--- src/rtl/fetch_pkg.sv ---
// Shared types for the instruction fetch stage: FSM states, buffered entry
// layout and PC arithmetic helpers.
package fetch_pkg;

  typedef enum logic [1:0] {
    IDLE = 2'd0,
    WAIT = 2'd1,
    DROP = 2'd2
  } fetch_state_t;

  typedef struct packed {
    logic [31:0] pc;
    logic [31:0] instr;
  } fetch_entry_t;

  localparam logic [31:0] PC_INC = 32'd4;

  function automatic logic [31:0] align_pc(input logic [31:0] addr);
    return {addr[31:2], 2'b00};
  endfunction

endpackage

--- src/rtl/fetch_fifo.sv ---
// Instruction buffer: DEPTH-entry synchronous FIFO of {pc, instr} with flush.
// Flush beats push and pop; push is accepted when full if a pop frees a slot.
module fetch_fifo
  import fetch_pkg::*;
#(
  parameter int DEPTH = 2,
  localparam int AW = $clog2(DEPTH)
) (
  input  logic         clk,
  input  logic         reset,
  input  logic         push,
  input  logic         pop,
  input  logic         flush,
  input  fetch_entry_t wdata,
  output fetch_entry_t rdata,
  output logic [AW:0]  count,
  output logic         full,
  output logic         empty
);

  fetch_entry_t  mem [DEPTH];
  logic [AW-1:0] wr_ptr;
  logic [AW-1:0] rd_ptr;
  logic          do_push;
  logic          do_pop;

  assign full    = (count == (AW+1)'(DEPTH));
  assign empty   = (count == '0);
  assign do_push = push & (~full | pop);
  assign do_pop  = pop & ~empty;
  assign rdata   = mem[rd_ptr];

  always_ff @(posedge clk) begin
    if (reset || flush) begin
      wr_ptr <= '0;
      rd_ptr <= '0;
      count  <= '0;
    end else begin
      if (do_push) wr_ptr <= wr_ptr + 1'b1;
      if (do_pop)  rd_ptr <= rd_ptr + 1'b1;
      case ({do_push, do_pop})
        2'b10:   count <= count + 1'b1;
        2'b01:   count <= count - 1'b1;
        default: count <= count;
      endcase
    end
  end

  // Storage is cleared on reset so the head reads as zero before any fetch.
  always_ff @(posedge clk) begin
    if (reset) begin
      for (int i = 0; i < DEPTH; i++) mem[i] <= '0;
    end else if (do_push && !flush) begin
      mem[wr_ptr] <= wdata;
    end
  end

endmodule

--- src/rtl/fetch_unit.sv ---
// Instruction fetch: owns the fetch PC, keeps one read outstanding to
// instruction memory and buffers returned words with their PCs for decode.
module fetch_unit
  import fetch_pkg::*;
#(
  parameter logic [31:0] RESET_PC = 32'h0000_0000,
  parameter int          DEPTH    = 2
) (
  input  logic         clk,
  input  logic         reset,
  output logic         IMemReq,
  output logic [31:0]  IMemAddr,
  input  logic         IMemRValid,
  input  logic [31:0]  IMemRData,
  input  logic         Redirect,
  input  logic [31:0]  RedirectPC,
  output logic         InstrValid,
  output logic [31:0]  Instr,
  output logic [31:0]  PCD,
  input  logic         InstrReady,
  output fetch_state_t state
);

  localparam int AW = $clog2(DEPTH);

  logic [31:0]  FetchPC;
  logic [31:0]  ReqPC;
  logic [31:0]  target;
  logic         issue;
  logic         push;
  logic         pop;
  logic         space;
  logic         full;
  logic         empty;
  logic [AW:0]  count;
  int           occ;
  fetch_entry_t head;

  // Decode handshake: the head entry transfers on a cycle where InstrValid and
  // InstrReady are both high; InstrValid never depends on InstrReady.
  assign target     = align_pc(RedirectPC);
  assign IMemAddr   = Redirect ? target : FetchPC;
  assign IMemReq    = issue & ~reset;
  assign pop        = InstrValid & InstrReady;
  assign push       = (state == WAIT) & IMemRValid & ~Redirect;
  assign InstrValid = ~empty;
  assign Instr      = head.instr;
  assign PCD        = head.pc;

  // A new request needs a free slot for its own response after this
  // cycle's push and pop have settled.
  always_comb begin
    occ   = int'(count) + int'(push) - int'(pop);
    space = (occ + 1) <= DEPTH;
    issue = 1'b0;
    case (state)
      IDLE:    issue = Redirect | space;
      WAIT:    issue = IMemRValid & (Redirect | space);
      DROP:    issue = IMemRValid;
      default: issue = 1'b0;
    endcase
  end

  always_ff @(posedge clk) begin
    if (reset) begin
      state   <= IDLE;
      FetchPC <= RESET_PC;
      ReqPC   <= RESET_PC;
    end else begin
      if (issue) begin
        FetchPC <= IMemAddr + PC_INC;
        ReqPC   <= IMemAddr;
      end else if (Redirect) begin
        FetchPC <= target;
      end
      case (state)
        IDLE: if (issue) state <= WAIT;
        WAIT: begin
          if (IMemRValid)    state <= issue ? WAIT : IDLE;
          else if (Redirect) state <= DROP;
        end
        DROP: if (IMemRValid) state <= WAIT;
        default: state <= IDLE;
      endcase
    end
  end

  // A response with nothing outstanding means the memory model is broken.
  always_ff @(posedge clk) begin
    if (!reset) assert (!(state == IDLE && IMemRValid));
  end

  fetch_fifo #(.DEPTH(DEPTH)) u_fifo (
    .clk   (clk),
    .reset (reset),
    .push  (push),
    .pop   (pop),
    .flush (Redirect),
    .wdata ('{pc: ReqPC, instr: IMemRData}),
    .rdata (head),
    .count (count),
    .full  (full),
    .empty (empty)
  );

endmodule

--- config.mk ---
export PLATFORM = sky130hd
export DESIGN_NAME = fetch_unit
export DESIGN_NICKNAME = d
export VERILOG_FILES = /design/src/rtl/fetch_pkg.sv /design/src/rtl/fetch_fifo.sv /design/src/rtl/fetch_unit.sv
export SDC_FILE = /design/constraint.sdc
export NUM_CORES = 1
export LEC_CHECK = 0
export ABC_CLOCK_PERIOD_IN_PS = 7000
export BUFFER_PORTS_ARGS = -buffer_cell sky130_fd_sc_hd__buf_2
export CAP_MARGIN = 20
export CORE_ASPECT_RATIO = 0.7
export CORE_UTILIZATION = 40
export DETAILED_ROUTE_END_ITERATION = 6
export HOLD_SLACK_MARGIN = 0.1
export PLACE_DENSITY = 0.6
export REMOVE_ABC_BUFFERS = 1
export SYNTH_ARGS = -nofsm -noshare
export SYNTH_HDL_FRONTEND = slang
export SYNTH_SLANG_ARGS = --single-unit
--- constraint.sdc ---
create_clock -name clk -period 7 [get_ports clk]
set_clock_uncertainty 0.15 [all_clocks]
set_input_delay 0.7 -clock clk [delete_from_list [all_inputs] [get_ports clk]]
set_output_delay 0.7 -clock clk [all_outputs]
set_load 0.1 [all_outputs]
# --- Yosys cells after proc, flatten, opt, wreduce, memory -nomap -nowiden ---
# Memories as Yosys holds them, arrays and structs flattened. A register that Yosys moved wholly into a read port is not among the register bits.
# Index checks and enable logic that the tools add are counted.
totals:
  elab_cells: 65
  mem_count: 1
  mem_bits_rw: 128
  reg_bits: 70
  inputBits: 69
  out_inout_bits: 100
memory_table:
  columns: ["name", "words", "word_bits", "read_ports", "rd_ports_with_merged_regs", "write_ports", "line", "source"]
  rows:
  - ["u_fifo.mem", 2, 64, 1, 1, 2, "fetch_fifo.sv:21", "fetch_entry_t mem [DEPTH];"]
classes:
  n_reduce_logical: 8
  addsub: 8
  n_eq_ne: 8
  magnitude_cmp: 1
  muxes: 20
  bitwise: 13
ops:
  columns: ["cell", "count"]
  rows:
  - ["$mux 32", 2]
  - ["$mux 64", 1]
  - ["$reduce_or 64->1", 1]
  - ["$add 32x3->32 const B", 1]
  - ["$mux 1", 10]
  - ["$mux 2", 4]
  - ["$and 1x1->1", 7]
  - ["$eq 2x2->1 const B", 3]
  - ["$pmux 2 s3", 1]
  - ["$add 4x2->5 const B", 1]
  - ["$le 5x3->1 const B", 1]
  - ["$eq 2x1->1 const B", 2]
  - ["$logic_not 2->1", 2]
  - ["$ne 2x2->1 const B", 2]
  - ["$not 1->1", 4]
  - ["$pmux 2 s2", 1]
  - ["$sub 3x1->4", 1]
  - ["$add 2x1->3", 1]
  - ["$ne 3x3->1 const B", 1]
  - ["$pmux 1 s3", 1]
  - ["$reduce_and 3->1", 1]
  - ["$add 1x1->1 const B", 2]
  - ["$add 2x1->2 const B", 1]
  - ["$or 1x1->1", 2]
  - ["other kinds (5)", 5]

# --- Depth between registers and ports, before layout ---
logic_depth:
  depth_word: 13
  ltp_mapped: 17
  ltp_nobuf: 15

# --- Cells and area by module ---
# From an unflattened synthesis, not the netlist that was laid out.
unflattened:
  cells_unflattened: 798
  area_unflattened_um2: 9293.9
modules_own_cells:
  columns: ["module", "area_each_um2", "cells_each", "seq_area_each_um2", "n_inst"]
  rows:
  - ["fetch_fifo", 5775.5, 369, 3943.8, 1]
  - ["fetch_unit", 3518.4, 429, 1321.3, 1]

# --- Worst setup path after synthesis ---
# No wires, ideal clock.
synth_timing:
  path_type: "register -> output"
  startpoint: "register state[1]"
  endpoint: "output IMemReq"
  stages_incl_launch_ff: 13
  slack_ps: 1400
  required_time_ps: 6150
  arrival_ps: 4750
  path_buffers: 0
  cell_sequence: "dfxtp_1 -> nor2_1 -> and3_1 -> ha_1 -> inv_1 -> fa_1 -> inv_1 -> ha_1 -> xnor2_1 -> xnor2_1 -> o311ai_4 -> nand2_1 -> nor2_1"
synth_between:
  elab_chain_cells: 11
  word_cells_on_any_way: 13
  cone_classes: "add/sub: 3; order compare: 1; eq/ne: 2; mux: 1; bitwise: 5; reduce/logical: 1"
synth_rtl:
  columns: ["element", "line", "source"]
  rows:
  - ["start, declared", "fetch_unit.sv:21", "output fetch_state_t state"]
  - ["start signal, assigned", "fetch_unit.sv:79", "if (IMemRValid) state <= issue ? WAIT : IDLE;"]
  - ["$eq 2x1->1", "fetch_unit.sv:45, fetch_unit.sv:56", null]
  - ["$and 1x1->1 (2 in series)", "fetch_unit.sv:45", "assign push = (state == WAIT) & IMemRValid & ~Redirect;"]
  - ["$add 2x1->3", "fetch_unit.sv:53", "occ = int'(count) + int'(push) - int'(pop);"]
  - ["$sub 3x1->4", "fetch_unit.sv:53", null]
  - ["$add 4x2->5", "fetch_unit.sv:54", "space = (occ + 1) <= DEPTH;"]
  - ["$le 5x3->1", "fetch_unit.sv:54", null]
  - ["$or 1x1->1", "fetch_unit.sv:57, fetch_unit.sv:58", null]
  - ["$and 1x1->1", "fetch_unit.sv:58", "WAIT: issue = IMemRValid & (Redirect | space);"]
  - ["$pmux 1 s3 (*)", "fetch_unit.sv:56", "case (state)"]
  - ["$and 1x1->1 (*)", "fetch_unit.sv:43", "assign IMemReq = issue & ~reset;"]
  - ["end, declared", "fetch_unit.sv:11", "output logic IMemReq,"]
# Every way passes the cells marked *; elsewhere a longest branch is shown, timed or not.

# --- Final worst setup path ---
layout_timing:
  startpoint: "register u_fifo.count[1]"
  endpoint: "output IMemReq"
layout_between:
  elab_chain_cells: 10
  word_cells_on_any_way: 11
  cone_classes: "add/sub: 3; order compare: 1; mux: 1; bitwise: 5; reduce/logical: 1"
layout_rtl:
  columns: ["element", "line", "source"]
  rows:
  - ["start, declared", "fetch_fifo.sv:16", "output logic [AW:0] count,"]
  - ["start signal, assigned", "fetch_fifo.sv:42", "2'b10: count <= count + 1'b1;"]
  - ["start signal, assigned", "fetch_fifo.sv:43", "2'b01: count <= count - 1'b1;"]
  - ["start signal, assigned", "fetch_fifo.sv:44", "default: count <= count;"]
  - ["parallel branches: the longest is 3 deep, another holds $add 2x1->3", null, null]
  - ["$sub 3x1->4 (*)", "fetch_unit.sv:53", null]
  - ["$add 4x2->5 (*)", "fetch_unit.sv:54", null]
  - ["$le 5x3->1 (*)", "fetch_unit.sv:54", null]
  - ["$or 1x1->1 (*)", "fetch_unit.sv:57, fetch_unit.sv:58", null]
  - ["$and 1x1->1", "fetch_unit.sv:58", null]
  - ["$pmux 1 s3 (*)", "fetch_unit.sv:56", null]
  - ["$and 1x1->1 (*)", "fetch_unit.sv:43", null]
# Every way passes the cells marked *.

==> impl_metrics.yaml <==
outcome:
  status: "finished, final reports clean"
placement:
  placed_area_sq_mm: 0.0103
  place.gp.congestion: 0.793
  placed_cells: 1204
  dpl.hpwl_mm: 12.7
  port_buffers: 166
global_routing:
  grt_use_met1_pct: 25.3
  use_met2_pct: 27.9
  antenna_found_initial: 5
  busiest_layer: "met2"
  grt_usage_pct: 18.3
  grt_max_degree: 77
  grt_overflow: 0
  grt_pass1_vias: 5929
  use_met3_pct: 5.75
  grt_pass1_wl_mm: 32.7
cts:
  clock_sinks: 199
  cts_tree: "done"
  clk_latency_ps: 430
  ctsResizeCount: 0
  cts.path.max_buffers: 2
  cts_buffers: 17
  clkTransAtPathRegs_ps: 80
  cts_hold_buf: 0
  post_cts_buffers: 0
  clock-root-buffer: "clkbuf_16"
  htreeDepth: 4
setup_path:
  cp-start-kind: "register"
  max_stage_delay_ps: 560
  worst-setup-path-type: "reg -> out"
  cp_data_required_time_ps: 6150
  critPathMaxFanout: 12
  path_cells: "or2_2 > and2_1 > ha_1 > inv_1 > ha_1 > inv_1 > fa_1 > inv_1 > ha_1 > xnor2_1 > xnor2_1 > o311ai_4 > nand2_1 > nor2_1 > buf_2"
  worstPathArrival_ps: 4590
  crit_path_top_delay_cell: "o311ai_4"
  crit_path_end_kind: "output port"
routing:
  first_iter_violations: 297
  routed_via_density: 4.86
  routedWlPerCell_um: 16.7
  drt_wl_total_mm: 20.6
  firstDrtPassIters: 5
  ant_nets: 0
  vias: 6015
  drc: 0
sta:
  min_period_over_period_pct: 77.7
  relSlewSlack_pct: 31.9
  tightest_slew_ps: 1020
  hold_violations: 0
  final_max_slew_viol_count: 0
  final.setup.tns_ps: 0
  finalSetupViolCount: 0
  timing.fmax_mhz: 184
  rsz0062_at_grt: "no"
  period_needed_ps: 5440
finish:
  nNetsFinal: 995
  ff_latch_area_sq_mm: 0.00527
  drive_gt1_share_pct: 30.9
  stdcell_count: 1237
  design_area_sq_mm: 0.0109
  fill_cells: 2027
  multi_input_area_sq_mm: 0.00359
  area_growth_pct: 18.8
power:
  cellLeakagePower_nw: 4.57
  share_seq_of_total_power_pct: 46.3
  power_frac_comb_pct: 19.1
  sw_frac_of_total_pct: 31.5
  p_switching_uw: 917
  clock_power_share_pct: 34.6
  p_per_area_mw_per_mm2: 268
  ir_drop_mv: 0.170
  p_int_mw: 2.00
synth:
  syn_inst: 767
  yosysUniqueCellTypes: 55
  yosysWarnings: 0
  synthTopCellsByArea: "edfxtp_1, dfxtp_1, and2_1, mux2_2, mux2i_1"
  netlist_top_cells_count: "and2_1, edfxtp_1, dfxtp_1, mux2_2, nor2_1"
  yosys.area.top_type: "edfxtp_1"
  synth_most_common_cell: "and2_1"
  ys.flop_type: "edfxtp_1"
  synthArstFlopShare_pct: 0
  avgSynthCellArea_sq_um: 11.9
  yosysSeqAreaShare_pct: 57.5
  syn_area_sq_mm: 0.00915
  synth_top_area_share_pct: 42.0
  ys_ff_latch: 199
  synth_edf_count: 128
die:
  die_w_um: 183
  start_util_pct: 41.5
  core_sq_mm: 0.0221
  pin_count: 169
  std_cell_rows: 45
  die-area_sq_mm: 0.0235
  die_y_um: 129
flow_run:
  drv_cap: 0
min_path:
  hold_class: "in -> reg"
## cell families (layout without fill, tap and decap cells)
kind of cell             count (synthesis)  after routing  synth area share [%]
buffers and inverters                   77            241                  3.59
multiplexers                            93             93                  11.1
AND/OR/NAND/NOR                        303            303                  19.0
flip-flops                             199            199                  57.5
AO/OA/AOI/OAI                           62             62                  5.24
adder cells (fa/ha/maj)                  9              9                  1.28
XOR/XNOR                                24             24                  2.30
other                                    0              1                     0
## final cells by class
class / count / area share, %
flip-flops and latches: 199 / 48.4
clock inverters: 15 / 1.61
clock buffers: 17 / 3.91
well taps: 305 / 3.51
inverters: 33 / 1.14
multi-input cells: 491 / 33.0
diodes: 1 / 0.0230
repair buffers: 176 / 8.33
## path summary, 6_finish.rpt
| check | to | from | cells past startpoint | slack, ps |
|---|---|---|---|---|
| worst min register to register | ReqPC[0] | ReqPC[0] | 2 | 310 |
| worst min-delay path | state[1] | IMemRValid | 2 | 310 |
| worst max register to register | ReqPC[31] | u_fifo.count[1] | 16 | 2300 |
| worst max-delay path | IMemReq | u_fifo.count[1] | 15 | 1560 |
## metal layers
metal / up-vias / wire (um)
li1: 3011 / -
met1: 2823 / 10200
met2: 158 / 8890
met3: 17 / 1330
met4: 6 / 148
met5: - / 40
## layout by cell type, fill, tap and decap left out, types with 12 or more instances in the layout
cell,Yosys,final
xnor2_1,20,20
clkbuf_16,0,17
buf_2,8,166
nor2_1,56,55
dfxtp_1,71,70
nand2_1,15,15
inv_1,33,33
edfxtp_1,128,128
mux2_2,67,67
a211oi_1,28,28
nand3_1,17,17
nand4_1,12,12
mux2i_1,26,26
and2_1,133,132
nor3_1,25,25
## power groups by stage
stage / sequential [mW] / combinational (mW) / clock, mW
4_1_cts: 1.35 / 0.563 / 1.03
3_5_place_dp: 1.38 / 0.561 / 0
5_1_grt: 1.36 / 0.591 / 1.08
3_3_place_gp: 1.37 / 0.560 / 0
2_1_floorplan: 1.38 / 0.434 / 0
6_report: 1.35 / 0.558 / 1.01
## critical path: cells and delay by family (launching register included)
| family | cells | cell delay [ps] |
|---|---|---|
| fa+ha+maj | 4 | 1160 |
| xor+xnor | 2 | 300 |
| compound gates | 1 | 560 |
| buf+inv | 4 | 620 |
| flops | 1 | 410 |
| simple gates | 4 | 1110 |
## per-stage QoR
step | hold slack [ps] | util [%] | power, mW | setup WS [ps]
final | 310 | 49.3 | 2.91 | 1560
after global placement | 301 | 46.5 | 1.93 | 1820
after detailed placement | 307 | 46.5 | 1.94 | 1780
after CTS | 286 | 49.3 | 2.95 | 1500
after floorplan | 284 | - | 1.81 | 1190
after global routing | 296 | 49.3 | 3.03 | 1220
## flip-flops by register name, indices dropped and copies added (netlist names), named ones only
signal	count
u_fifo.rd_ptr	1
u_fifo.count	2
ReqPC	32
u_fifo.wr_ptr	1
u_fifo.mem	128
state	2
FetchPC	32
No activity file was read; power rests on OpenSTA's default activity.
